**config.mk**
```make
export PLATFORM = sky130hd
export DESIGN_NAME = fifo_rr_scheduler_flat
export DESIGN_NICKNAME = d
export VERILOG_FILES = /design/src/rtl/fifo_rr_scheduler_if.sv /design/src/rtl/fifo_rr_scheduler.sv /design/src/flat_wrapper.sv
export SDC_FILE = /design/constraint.sdc
export NUM_CORES = 1
export LEC_CHECK = 0
export ABC_AREA = 1
export CAP_MARGIN = 10
export CORE_UTILIZATION = 45
export DETAILED_ROUTE_END_ITERATION = 10
export PLACE_DENSITY_LB_ADDON = 0.3
export SETUP_SLACK_MARGIN = 0.05
export SLEW_MARGIN = 20
export SYNTH_ARGS = -nofsm -noshare
export SYNTH_HDL_FRONTEND = slang
export SYNTH_SLANG_ARGS = --single-unit
```
**constraint.sdc**
```tcl
create_clock -name clk -period 4.2 [get_ports clk]
set_input_delay 1.26 -clock clk [delete_from_list [all_inputs] [get_ports clk]]
set_output_delay 1.26 -clock clk [all_outputs]
set_load 0.1 [all_outputs]
```
**src/rtl/fifo_rr_scheduler_if.sv**
```systemverilog
// Bundle of source-FIFO, destination-FIFO and status signals around the
// round-robin scheduler. The slave view belongs to the scheduler; the master
// view belongs to whatever surrounds it (the FIFOs or a testbench).
interface fifo_rr_scheduler_if #(
    parameter int unsigned DATA_WIDTH = 4,
    parameter int unsigned CNT_WIDTH  = 8
);
    logic                    enable;
    logic [3:0]              in_empty;
    logic [4*DATA_WIDTH-1:0] in_data;
    logic [3:0]              in_rd_en;
    logic                    out_almost_full;
    logic                    out_full;
    logic                    out_wr_en;
    logic [DATA_WIDTH-1:0]   out_data;
    logic [1:0]              grant_id;
    logic                    busy;
    logic [CNT_WIDTH-1:0]    xfer_count;

    modport master (
        output enable, in_empty, in_data, out_almost_full, out_full,
        input  in_rd_en, out_wr_en, out_data, grant_id, busy, xfer_count
    );

    modport slave (
        input  enable, in_empty, in_data, out_almost_full, out_full,
        output in_rd_en, out_wr_en, out_data, grant_id, busy, xfer_count
    );
endinterface

```
**src/rtl/fifo_rr_scheduler.sv**
```systemverilog
// Round-robin mover from four source FIFOs into one destination FIFO.
// Each word takes a POP cycle (rd_en to the winning source) followed by a
// PUSH cycle (wr_en to the destination); PUSH can chain straight into the
// next POP, giving one word every two cycles.
module fifo_rr_scheduler #(
    parameter int unsigned DATA_WIDTH = 4,
    parameter int unsigned CNT_WIDTH  = 8
) (
    input  logic                clk,
    input  logic                rst,
    fifo_rr_scheduler_if.slave  bus
);
    localparam int unsigned NUM_SRC = 4;
    localparam int unsigned SEL_W   = 2;

    typedef enum logic [1:0] {
        IDLE = 2'd0,
        POP  = 2'd1,
        PUSH = 2'd2
    } state_t;

    state_t               r_state;
    state_t               w_state_nxt;
    logic [NUM_SRC-1:0]   r_rd_en;
    logic [NUM_SRC-1:0]   w_rd_en_nxt;
    logic                 r_wr_en;
    logic                 w_wr_en_nxt;
    logic [SEL_W-1:0]     r_grant_id;
    logic [SEL_W-1:0]     w_grant_id_nxt;
    logic [SEL_W-1:0]     r_last_grant;
    logic [SEL_W-1:0]     w_last_grant_nxt;
    logic                 r_busy;
    logic                 w_busy_nxt;
    logic [CNT_WIDTH-1:0] r_xfer_count;
    logic [CNT_WIDTH-1:0] w_xfer_count_nxt;

    logic                 w_any_src;
    logic [SEL_W-1:0]     w_winner;
    logic                 w_grant_ok;
    logic [DATA_WIDTH-1:0] w_out_data;

    // Search upward from the source after the last grant, wrapping 3 -> 0.
    always_comb begin : winner_search
        logic [SEL_W-1:0] v_idx;
        w_any_src = 1'b0;
        w_winner  = r_last_grant;
        v_idx     = '0;
        for (int k = 1; k <= int'(NUM_SRC); k++) begin
            v_idx = SEL_W'(32'(r_last_grant) + 32'(k));
            if (!w_any_src && !bus.in_empty[v_idx]) begin
                w_any_src = 1'b1;
                w_winner  = v_idx;
            end
        end
    end

    // A new word may start only when the destination has room to spare.
    assign w_grant_ok = bus.enable && !bus.out_almost_full && !bus.out_full && w_any_src;

    // Next-state and next-output logic; a POP always runs into its PUSH.
    always_comb begin
        w_state_nxt      = r_state;
        w_rd_en_nxt      = '0;
        w_wr_en_nxt      = 1'b0;
        w_grant_id_nxt   = r_grant_id;
        w_last_grant_nxt = r_last_grant;
        w_xfer_count_nxt = r_xfer_count;
        case (r_state)
            IDLE: begin
                if (w_grant_ok) begin
                    w_state_nxt      = POP;
                    w_rd_en_nxt      = NUM_SRC'(4'b0001 << w_winner);
                    w_grant_id_nxt   = w_winner;
                    w_last_grant_nxt = w_winner;
                end
            end
            POP: begin
                w_state_nxt = PUSH;
                w_wr_en_nxt = 1'b1;
            end
            PUSH: begin
                w_xfer_count_nxt = r_xfer_count + CNT_WIDTH'(1);
                if (w_grant_ok) begin
                    w_state_nxt      = POP;
                    w_rd_en_nxt      = NUM_SRC'(4'b0001 << w_winner);
                    w_grant_id_nxt   = w_winner;
                    w_last_grant_nxt = w_winner;
                end else begin
                    w_state_nxt = IDLE;
                end
            end
            default: begin
                w_state_nxt = IDLE;
            end
        endcase
        w_busy_nxt = (w_state_nxt != IDLE);
    end

    // State and registered outputs; reset drops any word in flight.
    always_ff @(posedge clk) begin
        if (!rst) begin
            r_state      <= IDLE;
            r_rd_en      <= '0;
            r_wr_en      <= 1'b0;
            r_grant_id   <= '0;
            r_last_grant <= SEL_W'(NUM_SRC - 1);
            r_busy       <= 1'b0;
            r_xfer_count <= '0;
        end else begin
            r_state      <= w_state_nxt;
            r_rd_en      <= w_rd_en_nxt;
            r_wr_en      <= w_wr_en_nxt;
            r_grant_id   <= w_grant_id_nxt;
            r_last_grant <= w_last_grant_nxt;
            r_busy       <= w_busy_nxt;
            r_xfer_count <= w_xfer_count_nxt;
        end
    end

    // Destination data follows the granted source's FIFO output.
    always_comb begin
        w_out_data = bus.in_data[0 +: DATA_WIDTH];
        case (r_grant_id)
            2'd0: w_out_data = bus.in_data[0*DATA_WIDTH +: DATA_WIDTH];
            2'd1: w_out_data = bus.in_data[1*DATA_WIDTH +: DATA_WIDTH];
            2'd2: w_out_data = bus.in_data[2*DATA_WIDTH +: DATA_WIDTH];
            default: w_out_data = bus.in_data[3*DATA_WIDTH +: DATA_WIDTH];
        endcase
    end

    assign bus.in_rd_en   = r_rd_en;
    assign bus.out_wr_en  = r_wr_en;
    assign bus.out_data   = w_out_data;
    assign bus.grant_id   = r_grant_id;
    assign bus.busy       = r_busy;
    assign bus.xfer_count = r_xfer_count;
endmodule

```
**src/flat_wrapper.sv**
```systemverilog
// flat-port wrapper written by rule: the top's interface ports become plain ports
module fifo_rr_scheduler_flat 
#(
    parameter int unsigned DATA_WIDTH = 4,
    parameter int unsigned CNT_WIDTH  = 8
)
  (clk, rst, bus_enable, bus_in_empty, bus_in_data, bus_out_almost_full, bus_out_full, bus_in_rd_en, bus_out_wr_en, bus_out_data, bus_grant_id, bus_busy, bus_xfer_count);
  fifo_rr_scheduler_if #(.DATA_WIDTH(DATA_WIDTH), .CNT_WIDTH(CNT_WIDTH)) bus_i ();
  input  logic clk;
  input  logic rst;
  input wire logic [$bits(bus_i.enable)-1:0] bus_enable;
  input wire logic [$bits(bus_i.in_empty)-1:0] bus_in_empty;
  input wire logic [$bits(bus_i.in_data)-1:0] bus_in_data;
  input wire logic [$bits(bus_i.out_almost_full)-1:0] bus_out_almost_full;
  input wire logic [$bits(bus_i.out_full)-1:0] bus_out_full;
  output wire logic [$bits(bus_i.in_rd_en)-1:0] bus_in_rd_en;
  output wire logic [$bits(bus_i.out_wr_en)-1:0] bus_out_wr_en;
  output wire logic [$bits(bus_i.out_data)-1:0] bus_out_data;
  output wire logic [$bits(bus_i.grant_id)-1:0] bus_grant_id;
  output wire logic [$bits(bus_i.busy)-1:0] bus_busy;
  output wire logic [$bits(bus_i.xfer_count)-1:0] bus_xfer_count;
  assign bus_i.enable = bus_enable;
  assign bus_i.in_empty = bus_in_empty;
  assign bus_i.in_data = bus_in_data;
  assign bus_i.out_almost_full = bus_out_almost_full;
  assign bus_i.out_full = bus_out_full;
  assign bus_in_rd_en = bus_i.in_rd_en;
  assign bus_out_wr_en = bus_i.out_wr_en;
  assign bus_out_data = bus_i.out_data;
  assign bus_grant_id = bus_i.grant_id;
  assign bus_busy = bus_i.busy;
  assign bus_xfer_count = bus_i.xfer_count;
  fifo_rr_scheduler #(.DATA_WIDTH(DATA_WIDTH), .CNT_WIDTH(CNT_WIDTH)) u_core (.clk(clk), .rst(rst), .bus(bus_i));
endmodule
```
* Word-level counts from Yosys, hierarchy flattened
Index checks and enable logic that the tools add are counted.
** Operators by class
- Reduce and logical (&&, ||, !) cells :: 19
- Equality and inequality tests :: 4
- Add/subtract/negate cells :: 5
- $lt $le $gt $ge :: 4
- Shifts and indexed selects :: 1
- Muxes and demuxes :: 21
** Operators with widths (number)
- $lt A2 B3 Y1 const B :: 4
- $pmux W4 S3 :: 1
- $mux W1 :: 10
- $mux W2 :: 5
- $add A8 B1 Y8 const B :: 1
- $bmux W1 S2 :: 4
- $logic_not A1 Y1 :: 7
- $logic_and A1 B1 Y1 :: 6
- $pmux W2 S3 :: 1
- $add A2 B1 Y2 const B :: 2
- $add A2 B2 Y2 const B :: 2
- $eq A2 B1 Y1 const B :: 2
- $eq A2 B2 Y1 const B :: 2
- $logic_not A2 Y1 :: 2
- $shl A1 B2 Y4 const A :: 1
- $reduce_and A3 Y1 :: 1
- $reduce_and A2 Y1 :: 1
- $reduce_bool A2 Y1 :: 1
- $reduce_or A2 Y1 :: 1
** Storage, ports and cells
- Register bits after elaboration :: 20

* Logic depth before layout (Yosys ltp)
- Word-level depth :: 16
- Gate-level depth with buffers :: 13

* Least setup slack after synthesis
OpenSTA, ideal clock, no wires.
- Kind :: flip-flop to output port
- From :: reg u_core.r_grant_id[1], in the netlist u_core.bus.grant_id[1]
- To :: out bus_out_data[0]
- Path slack :: -0.032 ns
- Data arrival time :: 2.972 ns
- Data required time :: 2.940 ns
- Stages on the path, launching flop included :: 6
- Path buffers :: 1
- Cells stage by stage :: dfxtp_1 -> clkbuf_1 -> nand2_1 -> inv_1 -> a221oi_1 -> a21oi_1
** Between the ends
- Longest elaborated chain between the ends :: 2
- Elaborated cells on any way between the ends :: 4
** RTL lines
- from (decl) :: line fifo_rr_scheduler.sv:28 : logic [SEL_W-1:0] r_grant_id;
- from (signal assigned) :: line fifo_rr_scheduler.sv:113 : r_grant_id <= w_grant_id_nxt;
- $eq A2 B2 Y1 (tied with other cells) :: line fifo_rr_scheduler.sv:123 : case (r_grant_id)
- $pmux W4 S3 * :: line fifo_rr_scheduler.sv:123
- to (decl) :: line flat_wrapper.sv:18 : output wire logic [$bits(bus_i.out_data)-1:0] bus_out_data;
Every way passes the cells marked *; elsewhere a longest branch is shown, timed or not.

* Final worst setup path
- From :: in bus_in_data[4]
- To :: out bus_out_data[0]
** Between the ends
- Longest elaborated chain between the ends :: 1
** RTL lines
- from (decl) :: line flat_wrapper.sv:13 : input wire logic [$bits(bus_i.in_data)-1:0] bus_in_data;
- $pmux W4 S3 :: line fifo_rr_scheduler.sv:123
Every way passes these cells.

==> results.toml <==
[placement]
gp_congestion = 0.799
dp.cells = 239
hpwlAfterDp_um = 2280
place_ws_ns = 0.616
port_buffers = 44

[sta]
slew_headroom_pct = 34.5
skew_ns = 0.00635
drv_slew = 0
finalSetupViolations = 0
hold_viol_final = 0
fmax_ghz = 0.279
period_needed_ns = 3.59
setup_tns_ns = 0
post-route-period-util_pct = 85.4
tightest_slew_ns = 0.979
rsz0062_at_grt = "false"
setup_slack_ns = 0.614
hold_ws_ns = 0.475

[global_route]
grt_pass1_wl_um = 4740
grt_max_degree = 12
antenna_found_initial = 0
track_usage_pct = 23.1
grt_pass1_vias = 1164
grt.overflow.total = 0

[synthesis]
synth_enable_flop_cells = 0
synth_top_area_share_pct = 32.5
synth_area_leader_cell = "dfxtp_1"
syn_avg_cell_area_um2 = 6.92
synth_ff_type = "dfxtp_1"
syn_area_um2 = 1170
ys_seq_area_share_pct = 32.5
synth_cells = 169
ys_types = 26
synth-seq-cells = 19
synth_nets = 195
ys_top_cells_by_area = "dfxtp_1 (33%), nand2_1 (13%), nand2_2 (8.6%)"
async_reset_ff_share_pct = 0
ys_warn_count = 0

[clocking]
clockBufferDepth = 2
cts_setup_buffers = 0
numCtsBuffers = 3
clock_latency_ns = 0.30
clock-sinks = 19
htreeDepth = 1
ctsResizeCount = 0
cts_tree = "built"
cts_root_buf = "clkbuf_4"
cts_hold_buf = 0
clk_transition_reported_paths_ns = 0.11

[setup_path]
regToRegSetupSlack_ns = 2.47
worstSetupPathType = "in -> out"
cp_max_fo = 1
r2r-start = "u_core.r_last_grant[0]"
crit_family = "buffers and inverters"
reg2reg_depth = 11
worstPathRequired_ns = 2.94
arrival_ns = 2.33
start_kind = "primary input"
cpMaxStageDelayCell = "clkdlybuf4s50_1"
critPathCaptureType = "output pin"
critPathBufInv = 2
crit_chain = "clkdlybuf4s50_1 > a221oi_1 > a21oi_2 > buf_12"
critPathMaxStageDelay_ns = 0.40
regToRegEndpoint = "u_core.r_last_grant[0]"

[floorplanning]
io_pins = 45
design.core.area_um2 = 2480
die_w_um = 53.0
die_h_um = 53.0
core.rowCount = 18
initial_core_util_pct = 47.2
dieArea_um2 = 2810

[layout]
drive_above_1_share_pct = 20.7
regArea_um2 = 380
num-fill-cells = 222
antenna_cells = 0
area_growth_pct = 45.2
final-instance-count-excl-fill = 243
multiInputGateArea_um2 = 679
final_nets = 240

[route]
drt-vias-per-instance = 4.98
dr.pass1.iters = 4
wl_met3_um = 110
dr_wl_met2_um = 1480
drc_errors = 0
m1WireLength_um = 1190
dr.first_iter.drc_count = 13
routed_wl_um = 2810
antenna_left = 0
routed-via-count = 1210
post_drt_wl_per_cell_um = 11.6
routed.top_layer = "met4"

[power]
power_mw = 0.480
leakage_nw = 0.723
p_clk_share_pct = 19.4
max-vdd-ir-drop_mv = 0.224
p_switching_mw = 0.191
power.share.switching_pct = 39.7
intPower_mw = 0.289
pwr-share-comb_pct = 40.6
pwr-share-seq_pct = 40.0
power.density_nw_per_um2 = 282

[worst_hold_path]
worstHoldStart = "u_core.bus.xfer_count[7]"
holdPathEnd = "u_core.bus.xfer_count[7]"
whs_path_depth = 2
hp-class = "reg -> reg"

[flow_run]
drv_cap = 0

[run_status]
outcome = "finished, final reports clean"
[worst max-delay path by stage]
stage / start / to / slack (ns) / depth (start not counted)
finish: bus_in_data[4] / bus_out_data[0] / 0.61 / 4
global route: bus_in_data[4] / bus_out_data[0] / 0.55 / 4
detailed placement: bus_in_data[4] / bus_out_data[0] / 0.62 / 4
floorplan: u_core.bus.grant_id[1] / bus_out_data[0] / 0.51 / 5
global placement: bus_in_data[4] / bus_out_data[0] / 0.66 / 4
CTS: bus_in_data[4] / bus_out_data[0] / 0.61 / 4
[cells in the final DEF (no fill, tap or decap), types with 5 or more instances in the layout]
cell type and n:
o21ai_0 7, inv_1 17, nand2_2 16, dfxtp_1 19, clkdlybuf4s50_1 40, nand4_1 5, nand3_1 17, nor2_1 14
nand2_1 40
[cell families (layout without fill, tap and decap cells)]
kind of cell	count (synthesis)	after routing	share of synthesized area, %
xor+xnor	1	1	0.749
buf+inv	27	71	10.1
fa+ha+maj	1	1	1.07
compound gates	14	14	6.63
simple gates	107	107	49.0
flops	19	19	32.5
[power by group through the flow]
stage          clock network (mW)  logic, mW  registers (mW)
3_3_place_gp                    0      0.188           0.195
4_1_cts                    0.0970      0.195           0.192
5_1_grt                     0.101      0.207           0.193
3_5_place_dp                    0      0.194           0.196
2_1_floorplan                   0      0.113           0.213
6_report                   0.0933      0.195           0.192
[per-stage QoR]
stage          cell area (µm²)  util [%]
2_1_floorplan             1180         -
3_3_place_gp              1670      67.5
3_5_place_dp              1670      67.5
4_1_cts                   1700      68.6
5_1_grt                   1700      68.6
6_report                  1700      68.6
[cells in the mapped netlist (2+ instances only)]
| cell type | n |
|---|---|
| nor3_2 | 2 |
| inv_2 | 4 |
| dfxtp_1 | 19 |
| nor2_1 | 14 |
| o21ai_0 | 7 |
| nand2_2 | 16 |
| nor2_2 | 3 |
| clkbuf_1 | 2 |
| a221oi_1 | 2 |
| nand4_1 | 5 |
| inv_1 | 17 |
| a21oi_1 | 5 |
| nand2_1 | 40 |
| nand2_4 | 4 |
| nand3_1 | 17 |
| nor3b_1 | 2 |
[layout make-up]
| class | count | area share, % |
|---|---|---|
| tap | 30 | 2.21 |
| multi-input combinational | 123 | 40.0 |
| sequential | 19 | 22.4 |
| timing repair buffer | 44 | 28.3 |
| clock inverter | 1 | 0.295 |
| clock buffer | 3 | 1.33 |
| inverter | 23 | 5.52 |
[per-layer routing]
layer | global-route usage, % | up-vias
li1 | - | 633
met1 | 26.3 | 543
met2 | 41.6 | 30
met3 | 4.31 | 4
met4 | 9.21 | 0
met5 | 0 | -
[registers in the layout, indices dropped and copies added (netlist names)]
name,flops
u_core.bus.grant_id,2
u_core.r_last_grant,2
u_core.bus.busy,1
u_core.bus.xfer_count,8
u_core.bus.in_rd_en,4
u_core.r_state,1
u_core.bus.out_wr_en,1
[worst register-to-register path: cells and delay by family, from the launching register on]
family | cells | cell delay [ns]
buffers and inverters | 1 | 0.04
AND/OR/NAND/NOR | 10 | 0.93
flip-flops | 1 | 0.63
No activity file was read; power rests on OpenSTA's default activity.
